`src/rtl/pulse_window_capture.sv`:
```
// Recovers (lower, upper) counter bounds from an active-low window waveform and reports them over valid/ready.
// Optional macro PULSE_WINDOW_SYNC_EN adds a 2-flop synchronizer on sig_in and widens the bound offset to match.
//
// state        | meaning
// S_IDLE       | after reset, waiting for the first period_start
// S_SEEK_FALL  | period running, waiting for the window to open
// S_SEEK_RISE  | lower latched, waiting for the window to close
// S_DONE       | pair captured for this period, waiting for period_start
module pulse_window_capture #(
  parameter int CW         = 32,
  parameter int LOCK_COUNT = 4
) (
  input  logic          clk,
  input  logic          reset,
  input  logic [CW-1:0] counter,
  input  logic          period_start,
  input  logic          sig_in,
  output logic [CW-1:0] cap_lower,
  output logic [CW-1:0] cap_upper,
  output logic          cap_valid,
  input  logic          cap_ready,
  output logic          lock,
  output logic          mismatch,
  output logic          overrun,
  output logic          wrap_err
);

  typedef enum logic [1:0] {S_IDLE, S_SEEK_FALL, S_SEEK_RISE, S_DONE} state_t;

  localparam logic [7:0] LOCK_N = 8'(LOCK_COUNT);

  state_t        state, state_next;
  logic          sig_eff;
  logic          sig_prev;
  logic [CW-1:0] counter_d;
  logic [CW-1:0] edge_val;
  logic [CW-1:0] lower_q;
  logic [CW-1:0] prev_lower;
  logic [CW-1:0] prev_upper;
  logic          have_prev;
  logic [7:0]    stable_cnt;
  logic [7:0]    stable_next;
  logic          same_pair;
  logic          fall, rise;
  logic          latch_lower, complete, wrap_hit, stable_clr;

`ifdef PULSE_WINDOW_SYNC_EN
  // Two extra cycles of input latency, so the counter is two further ahead at the edge.
  localparam logic [CW-1:0] OFFSET = CW'(3);
  logic sync_1, sync_2;

  always_ff @(posedge clk or posedge reset) begin
    if (reset) begin
      sync_1 <= 1'b1;
      sync_2 <= 1'b1;
    end else begin
      sync_1 <= sig_in;
      sync_2 <= sync_1;
    end
  end

  assign sig_eff = sync_2;
`else
  localparam logic [CW-1:0] OFFSET = CW'(1);

  assign sig_eff = sig_in;
`endif

  assign fall     = sig_prev & ~sig_eff;
  assign rise     = ~sig_prev & sig_eff;
  assign edge_val = counter_d - OFFSET;

  always_ff @(posedge clk or posedge reset) begin
    if (reset) state <= S_IDLE;
    else       state <= state_next;
  end

  // Edge is evaluated against the current state first; period_start then overrides the destination.
  always_comb begin
    state_next = state;
    case (state)
      S_IDLE:      if (period_start) state_next = S_SEEK_FALL;
      S_SEEK_FALL: begin
        if (period_start)  state_next = S_SEEK_FALL;
        else if (fall)     state_next = S_SEEK_RISE;
      end
      S_SEEK_RISE: begin
        if (period_start)  state_next = S_SEEK_FALL;
        else if (rise)     state_next = S_DONE;
      end
      S_DONE:      if (period_start) state_next = S_SEEK_FALL;
      default:     state_next = S_IDLE;
    endcase
  end

  always_comb begin
    latch_lower = (state == S_SEEK_FALL) && fall;
    complete    = (state == S_SEEK_RISE) && rise;
    wrap_hit    = period_start &&
                  (((state == S_SEEK_RISE) && !rise) || ((state == S_SEEK_FALL) && fall));
    stable_clr  = period_start &&
                  ((state == S_SEEK_FALL) || ((state == S_SEEK_RISE) && !rise));
  end

  always_comb begin
    same_pair   = have_prev && (prev_lower == lower_q) && (prev_upper == edge_val);
    stable_next = 8'd1;
    if (same_pair) stable_next = (stable_cnt >= LOCK_N) ? LOCK_N : stable_cnt + 8'd1;
  end

  always_ff @(posedge clk or posedge reset) begin
    if (reset) begin
      counter_d  <= '0;
      sig_prev   <= 1'b1;
      lower_q    <= '0;
      prev_lower <= '0;
      prev_upper <= '0;
      have_prev  <= 1'b0;
      stable_cnt <= '0;
      cap_lower  <= '0;
      cap_upper  <= '0;
      cap_valid  <= 1'b0;
      lock       <= 1'b0;
      mismatch   <= 1'b0;
      overrun    <= 1'b0;
      wrap_err   <= 1'b0;
    end else begin
      counter_d <= counter;
      sig_prev  <= sig_eff;
      mismatch  <= 1'b0;
      wrap_err  <= wrap_hit;
      if (latch_lower) lower_q <= edge_val;
      if (complete) begin
        if (!cap_valid || cap_ready) begin
          cap_lower <= lower_q;
          cap_upper <= edge_val;
          cap_valid <= 1'b1;
        end else begin
          overrun <= 1'b1;
        end
        // History tracks every completed capture, even ones the consumer never saw.
        prev_lower <= lower_q;
        prev_upper <= edge_val;
        have_prev  <= 1'b1;
        stable_cnt <= stable_next;
        lock       <= (stable_next >= LOCK_N);
        mismatch   <= have_prev && !same_pair;
      end else begin
        if (cap_valid && cap_ready) cap_valid <= 1'b0;
        if (stable_clr) begin
          stable_cnt <= '0;
          lock       <= 1'b0;
        end
      end
    end
  end

endmodule

```
`config.mk`:
```
export PLATFORM = sky130hd
export DESIGN_NAME = pulse_window_capture
export DESIGN_NICKNAME = d
export VERILOG_FILES = /design/src/rtl/pulse_window_capture.sv
export SDC_FILE = /design/constraint.sdc
export NUM_CORES = 1
export LEC_CHECK = 0
export CAP_MARGIN = 20
export CORE_MARGIN = 8
export CORE_UTILIZATION = 33
export CTS_BUF_LIST = sky130_fd_sc_hd__clkbuf_8 sky130_fd_sc_hd__clkbuf_16
export CTS_CLUSTER_DIAMETER = 40
export DETAILED_ROUTE_END_ITERATION = 16
export GPL_TIMING_DRIVEN = 0
export PLACE_DENSITY_LB_ADDON = 0.2
export SLEW_MARGIN = 20
export SYNTH_ARGS = -nofsm -noshare
export SYNTH_HDL_FRONTEND = slang
export SYNTH_SLANG_ARGS = --single-unit
```
`constraint.sdc`:
```
create_clock -name clk -period 15.83 [get_ports clk]
set_clock_uncertainty 0.2 [all_clocks]
set_input_delay 2.3745 -clock clk [delete_from_list [all_inputs] [get_ports clk]]
set_output_delay 2.3745 -clock clk [all_outputs]
set_load 0.05 [all_outputs]
```
# Word-level counts from Yosys, hierarchy flattened
# Index checks and enable logic that the tools add are counted.
[word_totals]
ff_bits = 209
input_bits = 37
output_inout_bits = 69
word_cells = 72
[op_classes]
add_sub_neg = 2
n_lt_le_gt_ge = 2
eq_ne = 9
muxes = 16
n_bitwise = 5
reduce_logical = 23
[op_table]
columns = ["operator", "n"]
rows = [
  ["equality test 32 bit", 2],
  ["two-way mux 8 bit", 4],
  ["subtractor 32 x 1 -> 32 bit (second input constant)", 1],
  ["greater-or-equal comparator 8 x 3 -> 1 bit (second input constant)", 2],
  ["two-way mux 2 bit", 5],
  ["logical AND 1 bit", 9],
  ["adder 8 x 1 -> 8 bit (second input constant)", 1],
  ["two-way mux 1 bit", 6],
  ["inequality test 3 bit (second input constant)", 2],
  ["one-hot mux 2 bit (3 select lines)", 1],
  ["AND reduction 2 bit", 3],
  ["equality test 2 bit (second input constant)", 2],
  ["inequality test 2 x 1 -> 1 bit (second input constant)", 2],
  ["nonzero test 2 bit", 2],
  ["zero test 1 bit", 3],
  ["logical OR 1 bit", 3],
  ["inverter 1 bit", 3],
  ["AND reduction 3 bit", 1],
  ["bitwise AND 1 bit", 2],
  ["equality test 2 x 1 -> 1 bit (second input constant)", 1],
  ["zero test 2 bit", 1],
  ["OR reduction 2 bit", 1],
]

# Longest topological paths before layout
# Gate-level depths: netlist of the first run.
[depth]
word_depth = 8
depth_mapped = 11
depth_no_buf = 10

# Least setup slack after synthesis of the first run
# No wires, ideal clock.
[synth_timing]
path_type = "input -> register"
start = "input cap_ready"
end = "register cap_lower[10]"
setup_time_ps = 125
t_arrival_ps = 3498
t_required_ps = 15505
slack_ps = 12007
cell_stages = 5
n_path_buf = 2
path_cell_list = "nand2b_1 nand2b_1 clkbuf_1 buf_1 mux2_2"
[synth_between]
elab_chain_cells = 2
[synth_rtl]
columns = ["item", "line", "text"]
rows = [
  ["start: declaration", "21", "input logic cap_ready,"],
  ["logical OR 1 bit", "134", "if (!cap_valid || cap_ready) begin"],
  ["AND reduction 2 bit (no line)", "-", ""],
  ["end signal: assignment", "135", "cap_lower <= lower_q;"],
  ["end: declaration", "18", "output logic [CW-1:0] cap_lower,"],
]
# No other way between the ends.
# A chain may end at the register's enable or synchronous reset.

# Worst setup path in the final report of the first run
[layout_timing]
start = "input sig_in"
end = "register prev_upper[0]"
[layout_between]
elab_chain_cells = 2
[layout_rtl]
columns = ["item", "line", "text"]
rows = [
  ["start: declaration", "17", "input logic sig_in,"],
  ["bitwise AND 1 bit", "70", "assign rise = ~sig_prev & sig_eff;"],
  ["logical AND 1 bit", "98", "complete = (state == S_SEEK_RISE) && rise;"],
  ["end signal: assignment", "143", "prev_upper <= edge_val;"],
  ["end: declaration", "39", "logic [CW-1:0] prev_upper;"],
]
# No other way between the ends.

==> impl_metrics.env, run 1 <==
export IMPL_status="completed"
export IMPL_io_pin_count=106
export IMPL_slew_viol_final=0
export IMPL_grt_pass1_wl_mm=38.6
export IMPL_antenna_cells=0
export IMPL_period_needed_ns=4.59
export IMPL_port_buffer_count=105
export IMPL_tightest_slew_ns=0.947
export IMPL_arrival_ns=4.79
export IMPL_finalHoldViolCount=0
export IMPL_drive_gt1_frac=0.140
export IMPL_ctsResizeCount=0
export IMPL_clkTransAtPathRegs_ns=0.05
export IMPL_syn_to_final_growth_pct=28.5
export IMPL_grt_max_degree=84
export IMPL_synth_edff_count=0
export IMPL_initial_core_util=0.334
export IMPL_ir_drop_v=0.0000850
export IMPL_power_density_nw_per_um2=204
export IMPL_critPathSlowestCell="clkbuf_1"
export IMPL_num_rows=60
export IMPL_hpwlAfterDp_mm=18.0
export IMPL_cts_buffer_depth=3
export IMPL_synth_top_area_cell="dfrtp_1"
export IMPL_htree_num_levels=1
export IMPL_antenna_found_initial=1
export IMPL_hold_depth=1
export IMPL_max_freq_mhz=218
export IMPL_fin_crit_sh=0.290
export IMPL_yosysMostFrequentCell="dfrtp_1"
export IMPL_p_leak_nw=5.00
export IMPL_finalSetupTns_ns=0
export IMPL_worstSetupStartpointType="primary input"
export IMPL_drt_first_iter_violations=358
export IMPL_gp_congestion=0.861
export IMPL_synth_common_cells="dfrtp_1, nand2_1, o21ai_0, mux2_2, xnor2_1"
export IMPL_crit_top_cell="clkbuf_1"
export IMPL_max_cap_violations=0
export IMPL_gr_total_overflow=0
export IMPL_hold_path_class="reg -> reg"
export IMPL_crit_type="in -> reg"
export IMPL_holdPathEnd="overrun$_DFFE_PP0P_"
export IMPL_setup_worst_path_start="sig_in"
export IMPL_dominantRegCellSynth="dfrtp_1"
export IMPL_required_ns=16.03
export IMPL_worst_r2r_setup_slack_ns=11.28
export IMPL_nets=962
export IMPL_post_synth_top_area_fraction=0.581
export IMPL_cts_root_buf="clkbuf_16"
export IMPL_async_flop_share=1.00
export IMPL_core_area_um2=26800
export IMPL_grt_pass1_vias=6462
export IMPL_track_usage=0.149
export IMPL_cts_setup_buffers=0
export IMPL_rr_worst_depth=11
export IMPL_min_from="overrun$_DFFE_PP0P_"
export IMPL_r2r_start="counter_d[0]$_DFF_PP0_"
export IMPL_synth_cell_types=51
export IMPL_via_count=6314
export IMPL_syn_inst=780
export IMPL_relSlewSlack=0.363
export IMPL_syn_avg_cell_area_um2=11.5
export IMPL_cts_made_buffers=31
export IMPL_routed_wl_mm=24.3
export IMPL_cts_sinks=209
export IMPL_n_fill_cell=2571
export IMPL_synth_seq_cells=209
export IMPL_syn_num_nets=822
export IMPL_place_inst=1228
export IMPL_r2r_end="lock$_DFFE_PP0P_"
export IMPL_fp_dieH_um=181
export IMPL_yosys_top_cells_area="dfrtp_1, mux2_2, o21ai_0"
export IMPL_detail_route_vias_per_cell=4.92
export IMPL_synth_seq_area_share=0.584
export IMPL_ant_nets=0
export IMPL_syn_area_um2=8960
export IMPL_hold_buffers=0
export IMPL_clk_latency_ns=0.54
export IMPL_worstPathCellList="clkdlybuf4s50_1 > nand3b_1 > clkbuf_1 > clkbuf_1 > clkbuf_1 > o21ai_0"
export IMPL_crit_fanout=10
export IMPL_fin_cells=1283
export IMPL_cts_tree="built"
export IMPL_wl_per_cell_um=19.0
export IMPL_synth_warnings=0
export IMPL_setup_viol=0
export IMPL_die_area_um2=32700
export IMPL_slowest_delay_ns=0.53
export IMPL_die_x_um=181
export IMPL_end_kind="flop"
export IMPL_drc=0
export IMPL_drtPass1Iterations=5
export IMPL_rsz0062_at_grt="false"
==> cell usage in the layout, fill, tap and decap left out, drive strengths merged, types with 7 or more instances in the layout <==
cell type and count:
nor3 12, nand2b 11, clkdlybuf4s50 105, nand4 13
buf 7, xnor2 55, inv 17, nor2 18
mux2 65, nor4 18, dfrtp 208, o21ai 106
or3 11, clkbuf 65, xor2 32, nand2 109
==> routing by layer <==
layer | share of wire | vias up | GRT usage
met5 | 0 | - | 0
met4 | 0.012 | 0 | 0.0354
met3 | 0.052 | 23 | 0.0261
met2 | 0.46 | 163 | 0.237
met1 | 0.47 | 3115 | 0.208
li1 | - | 3013 | -
==> worst max-delay path by stage <==
stage,to,slack (ns),cells past startpoint
finish,prev_upper[0]$_DFFE_PP0P_,11.24,6
floorplan,cap_lower[0]$_DFFE_PP0P_,7.55,1
CTS,prev_upper[0]$_DFFE_PP0P_,11.19,6
global route,stable_cnt[2]$_DFFE_PP0P_,10.94,11
global placement,counter_d[15]$_DFF_PP0_,4.53,2
detailed placement,prev_upper[0]$_DFFE_PP0P_,10.62,6
==> through the flow <==
stage	hold slack (ns)	utilization	setup WS, ns	cell area, µm²	power (mW)
global route	0.301	0.429	10.94	11500	2.48
CTS	0.281	0.429	11.19	11500	2.38
floorplan	0.248	-	7.55	8960	1.42
global placement	0.263	0.389	4.53	10400	1.70
detailed placement	0.265	0.392	10.62	10500	1.72
finish	0.273	0.429	11.24	11500	2.35
==> sequential cells by signal, summed over array words and instances, names as in the netlist, 2 cells and up <==
| signal | count |
|---|---|
| prev_upper | 32 |
| counter_d | 32 |
| prev_lower | 32 |
| cap_upper | 32 |
| lower_q | 32 |
| cap_lower | 32 |
| stable_cnt | 8 |
| state | 2 |
==> kinds of logic (layout without fill, tap and decap cells) <==
logic type / count (synthesis) / after routing / share of synthesized area
flops: 209 / 209 / 0.584
compound gates: 134 / 134 / 0.0841
xor+xnor: 88 / 88 / 0.0877
fa+ha+maj: 5 / 5 / 0.00698
mux: 66 / 66 / 0.0828
simple gates: 234 / 234 / 0.135
buf+inv: 44 / 206 / 0.0194
==> layout make-up <==
type | count | area, µm² | area share
multi-input combinational | 527 | 3550 | 0.309
inverter | 9 | 41.3 | 0.00359
sequential | 209 | 5230 | 0.455
tap | 341 | 427 | 0.0371
clock buffer | 35 | 831 | 0.0722
clock inverter | 20 | 178 | 0.0154
buffer | 35 | 140 | 0.0122
timing repair buffer | 107 | 1110 | 0.0961
==> report_power, final <==
part	switching [mW]	internal, mW	leakage [nW]	total (mW)
clock	0.248	0.408	0.503	0.657
combinational	0.484	0.319	1.76	0.803
sequential	0.162	0.731	2.74	0.893
==> worst max-delay path, delay by kind of cell <==
| kind | cells | cell delay, ns |
|---|---|---|
| AO/OA/AOI/OAI | 1 | 0.15 |
| buffers and inverters | 4 | 2.01 |
| AND/OR/NAND/NOR | 1 | 0.24 |
No activity file was read; power rests on OpenSTA's default activity.
==> run 2, diff against run 1 <==
==> constraint.sdc (replaced) <==
create_clock -name clk -period 4.4 [get_ports clk]
set_clock_uncertainty 0.2 [all_clocks]
set_input_delay 0.66 -clock clk [delete_from_list [all_inputs] [get_ports clk]]
set_output_delay 0.66 -clock clk [all_outputs]
set_load 0.05 [all_outputs]
==> run 2 against run 1 <==
  * Critical path depth rose by 5
  * Cell area up 2.3%
  * Global-route usage is 0.23 points higher
  * Non-clock buffer count rose by 5
  * Cell count rose by 0.94%
  * Critical path type is now reg -> reg
  * Largest power group unchanged
==> impl_metrics.env, run 2 (same netlist as run 1, synthesis figures left out) <==
export IMPL_final_common_cell="dfrtp_1"
export IMPL_cts_tree="built"
export IMPL_routed_wl_mm=24.5
export IMPL_end_kind="flop"
export IMPL_power_density_nw_per_um2=744
export IMPL_detail_route_vias_per_cell=4.96
export IMPL_slowest_delay_ns=0.57
export IMPL_p_leak_nw=5.11
export IMPL_nets=971
export IMPL_crit_family="simple AND/OR/NAND/NOR gates"
export IMPL_drc=0
export IMPL_clk_latency_ns=0.50
export IMPL_gp_congestion=0.870
export IMPL_track_usage=0.151
export IMPL_mostFrequentLayoutCells="dfrtp_1, nand2_1, o21ai_0, clkdlybuf4s50_1, mux2_2"
export IMPL_max_cap_violations=0
export IMPL_topRoutingLayerUsed="met4"
export IMPL_drtPass1Iterations=5
export IMPL_cts_buffer_depth=3
export IMPL_ant_nets=0
export IMPL_multi_input_area_um2=3580
export IMPL_wl_per_cell_um=18.9
export IMPL_path_buf_inv=2
export IMPL_worstPathCellList="inv_1 > ha_1 > nor4b_4 > nand3_1 > clkbuf_1 > xor2_1 > o21ai_0 > a2111oi_1 > nand4b_4 > nor4_4 > a22o_1"
export IMPL_gr_total_overflow=0
export IMPL_required_ns=4.63
export IMPL_grt_pass1_wl_mm=39.0
export IMPL_r2r_end="stable_cnt[1]$_DFFE_PP0P_"
export IMPL_drive_gt1_frac=0.155
export IMPL_port_buffer_count=105
export IMPL_dr_wl_met2_mm=11.4
export IMPL_min_from="cap_upper[24]$_DFFE_PP0P_"
export IMPL_period_needed_ns=4.08
export IMPL_hold_depth=2
export IMPL_r2r_start="counter_d[0]$_DFF_PP0_"
export IMPL_finalHoldViolCount=0
export IMPL_seqCellArea_um2=5230
export IMPL_rsz0062_at_grt="false"
export IMPL_rr_worst_depth=11
export IMPL_crit_type="reg -> reg"
export IMPL_drt_first_iter_violations=414
export IMPL_grt_max_degree=34
export IMPL_max_freq_mhz=245
export IMPL_clkTransAtPathRegs_ns=0.05
export IMPL_die_x_um=181
export IMPL_met1_length_mm=11.7
export IMPL_grt_pass1_vias=6502
export IMPL_place_inst=1233
export IMPL_ir_drop_v=0.000274
export IMPL_cts_made_buffers=35
export IMPL_htree_num_levels=2
export IMPL_setup_viol=0
export IMPL_hpwlAfterDp_mm=18.5
export IMPL_status="completed"
export IMPL_initial_core_util=0.334
export IMPL_syn_to_final_growth_pct=31.4
export IMPL_crit_fanout=10
export IMPL_hold_path_class="reg -> reg"
export IMPL_fin_crit_sh=0.928
export IMPL_num_rows=60
export IMPL_core_area_um2=26800
export IMPL_antenna_found_initial=0
export IMPL_worstSetupStartpointType="flop"
export IMPL_die_area_um2=32700
export IMPL_holdPathEnd="cap_upper[24]$_DFFE_PP0P_"
export IMPL_antenna_cells=0
export IMPL_n_fill_cell=2507
export IMPL_critPathSlowestCell="a2111oi_1"
export IMPL_fp_dieH_um=181
export IMPL_io_pin_count=106
export IMPL_relSlewSlack=0.347
export IMPL_slew_viol_final=0
export IMPL_cts_root_buf="clkbuf_16"
export IMPL_cts_sinks=209
export IMPL_finalSetupTns_ns=0
export IMPL_fin_cells=1295
export IMPL_wl_met3_mm=1.05
export IMPL_arrival_ns=4.32
export IMPL_worst_r2r_setup_slack_ns=0.32
export IMPL_via_count=6417
export IMPL_tightest_slew_ns=0.970
-- run 2: cell count changes in the layout (fill, tap and decap cells not counted), sizes merged --
cell,before,now
clkbuf,65,70
buf,7,12
clkinvlp,4,6
clkinv,6,5
inv,17,18
-- run 2: per-stage QoR --
step / instance area [µm²] / hold slack, ns / util / power (mW) / worst slack [ns]
5_1_grt: 11800 / 0.301 / 0.439 / 9.24 / 0.0733
3_3_place_gp: 10400 / 0.262 / 0.389 / 6.12 / -0.955
2_1_floorplan: 8960 / 0.248 / - / 5.09 / 0.827
3_5_place_dp: 10600 / 0.265 / 0.395 / 6.19 / -0.234
4_1_cts: 11800 / 0.280 / 0.439 / 8.87 / 0.0719
6_report: 11800 / 0.277 / 0.439 / 8.76 / 0.317
-- run 2: worst register-to-register path: stages, from the launching register on --
cell and delay [ns]:
dfrtp_1 0.50, inv_1 0.13, ha_1 0.23, nor4b_4 0.34
nand3_1 0.29, clkbuf_1 0.34, xor2_1 0.41, o21ai_0 0.15
a2111oi_1 0.57, nand4b_4 0.17, nor4_4 0.47, a22o_1 0.20
-- run 2: worst max-delay path by stage --
stage | from | end | slack [ns] | cells after the start
after CTS | counter_d[0]$_DFF_PP0_ | lock$_DFFE_PP0P_ | 0.07 | 11
after global placement | reset | cap_upper[11]$_DFFE_PP0P_ | -0.96 | 2
after global routing | counter_d[0]$_DFF_PP0_ | stable_cnt[1]$_DFFE_PP0P_ | 0.07 | 11
after floorplan | reset | cap_lower[0]$_DFFE_PP0P_ | 0.83 | 1
final | counter_d[0]$_DFF_PP0_ | stable_cnt[1]$_DFFE_PP0P_ | 0.32 | 11
after detailed placement | counter_d[0]$_DFF_PP0_ | lock$_DFFE_PP0P_ | -0.23 | 11
-- run 2: cell type report --
| class | count | area share |
|---|---|---|
| flip-flops and latches | 209 | 0.444 |
| plain buffers | 35 | 0.0119 |
| multi-input cells | 527 | 0.304 |
| well taps | 341 | 0.0362 |
| inverters | 9 | 0.00319 |
| clock buffers | 40 | 0.0803 |
| clock inverters | 22 | 0.0176 |
| repair buffers | 112 | 0.102 |
-- run 2: report_power, final --
part | total, mW | internal [mW] | switching, mW
Combinational | 2.90 | 1.16 | 1.75
Clock | 2.64 | 1.68 | 0.966
Sequential | 3.22 | 2.63 | 0.586
Total | 8.76 | 5.46 | 3.30
-- run 2: what timing repair did --
action / in CTS / in global routing
setup buffers: 0 / 0
hold buffers: 0 / 0
setup endpoints to repair: 5 / 5
pin swaps: 0 / 0
gates resized for setup: 1 / 3
-- run 2: routing by layer --
metal,vias up,track usage
met5,-,0
met4,0,0.0420
met3,34,0.0295
met2,144,0.238
met1,3204,0.210
li1,3035,-
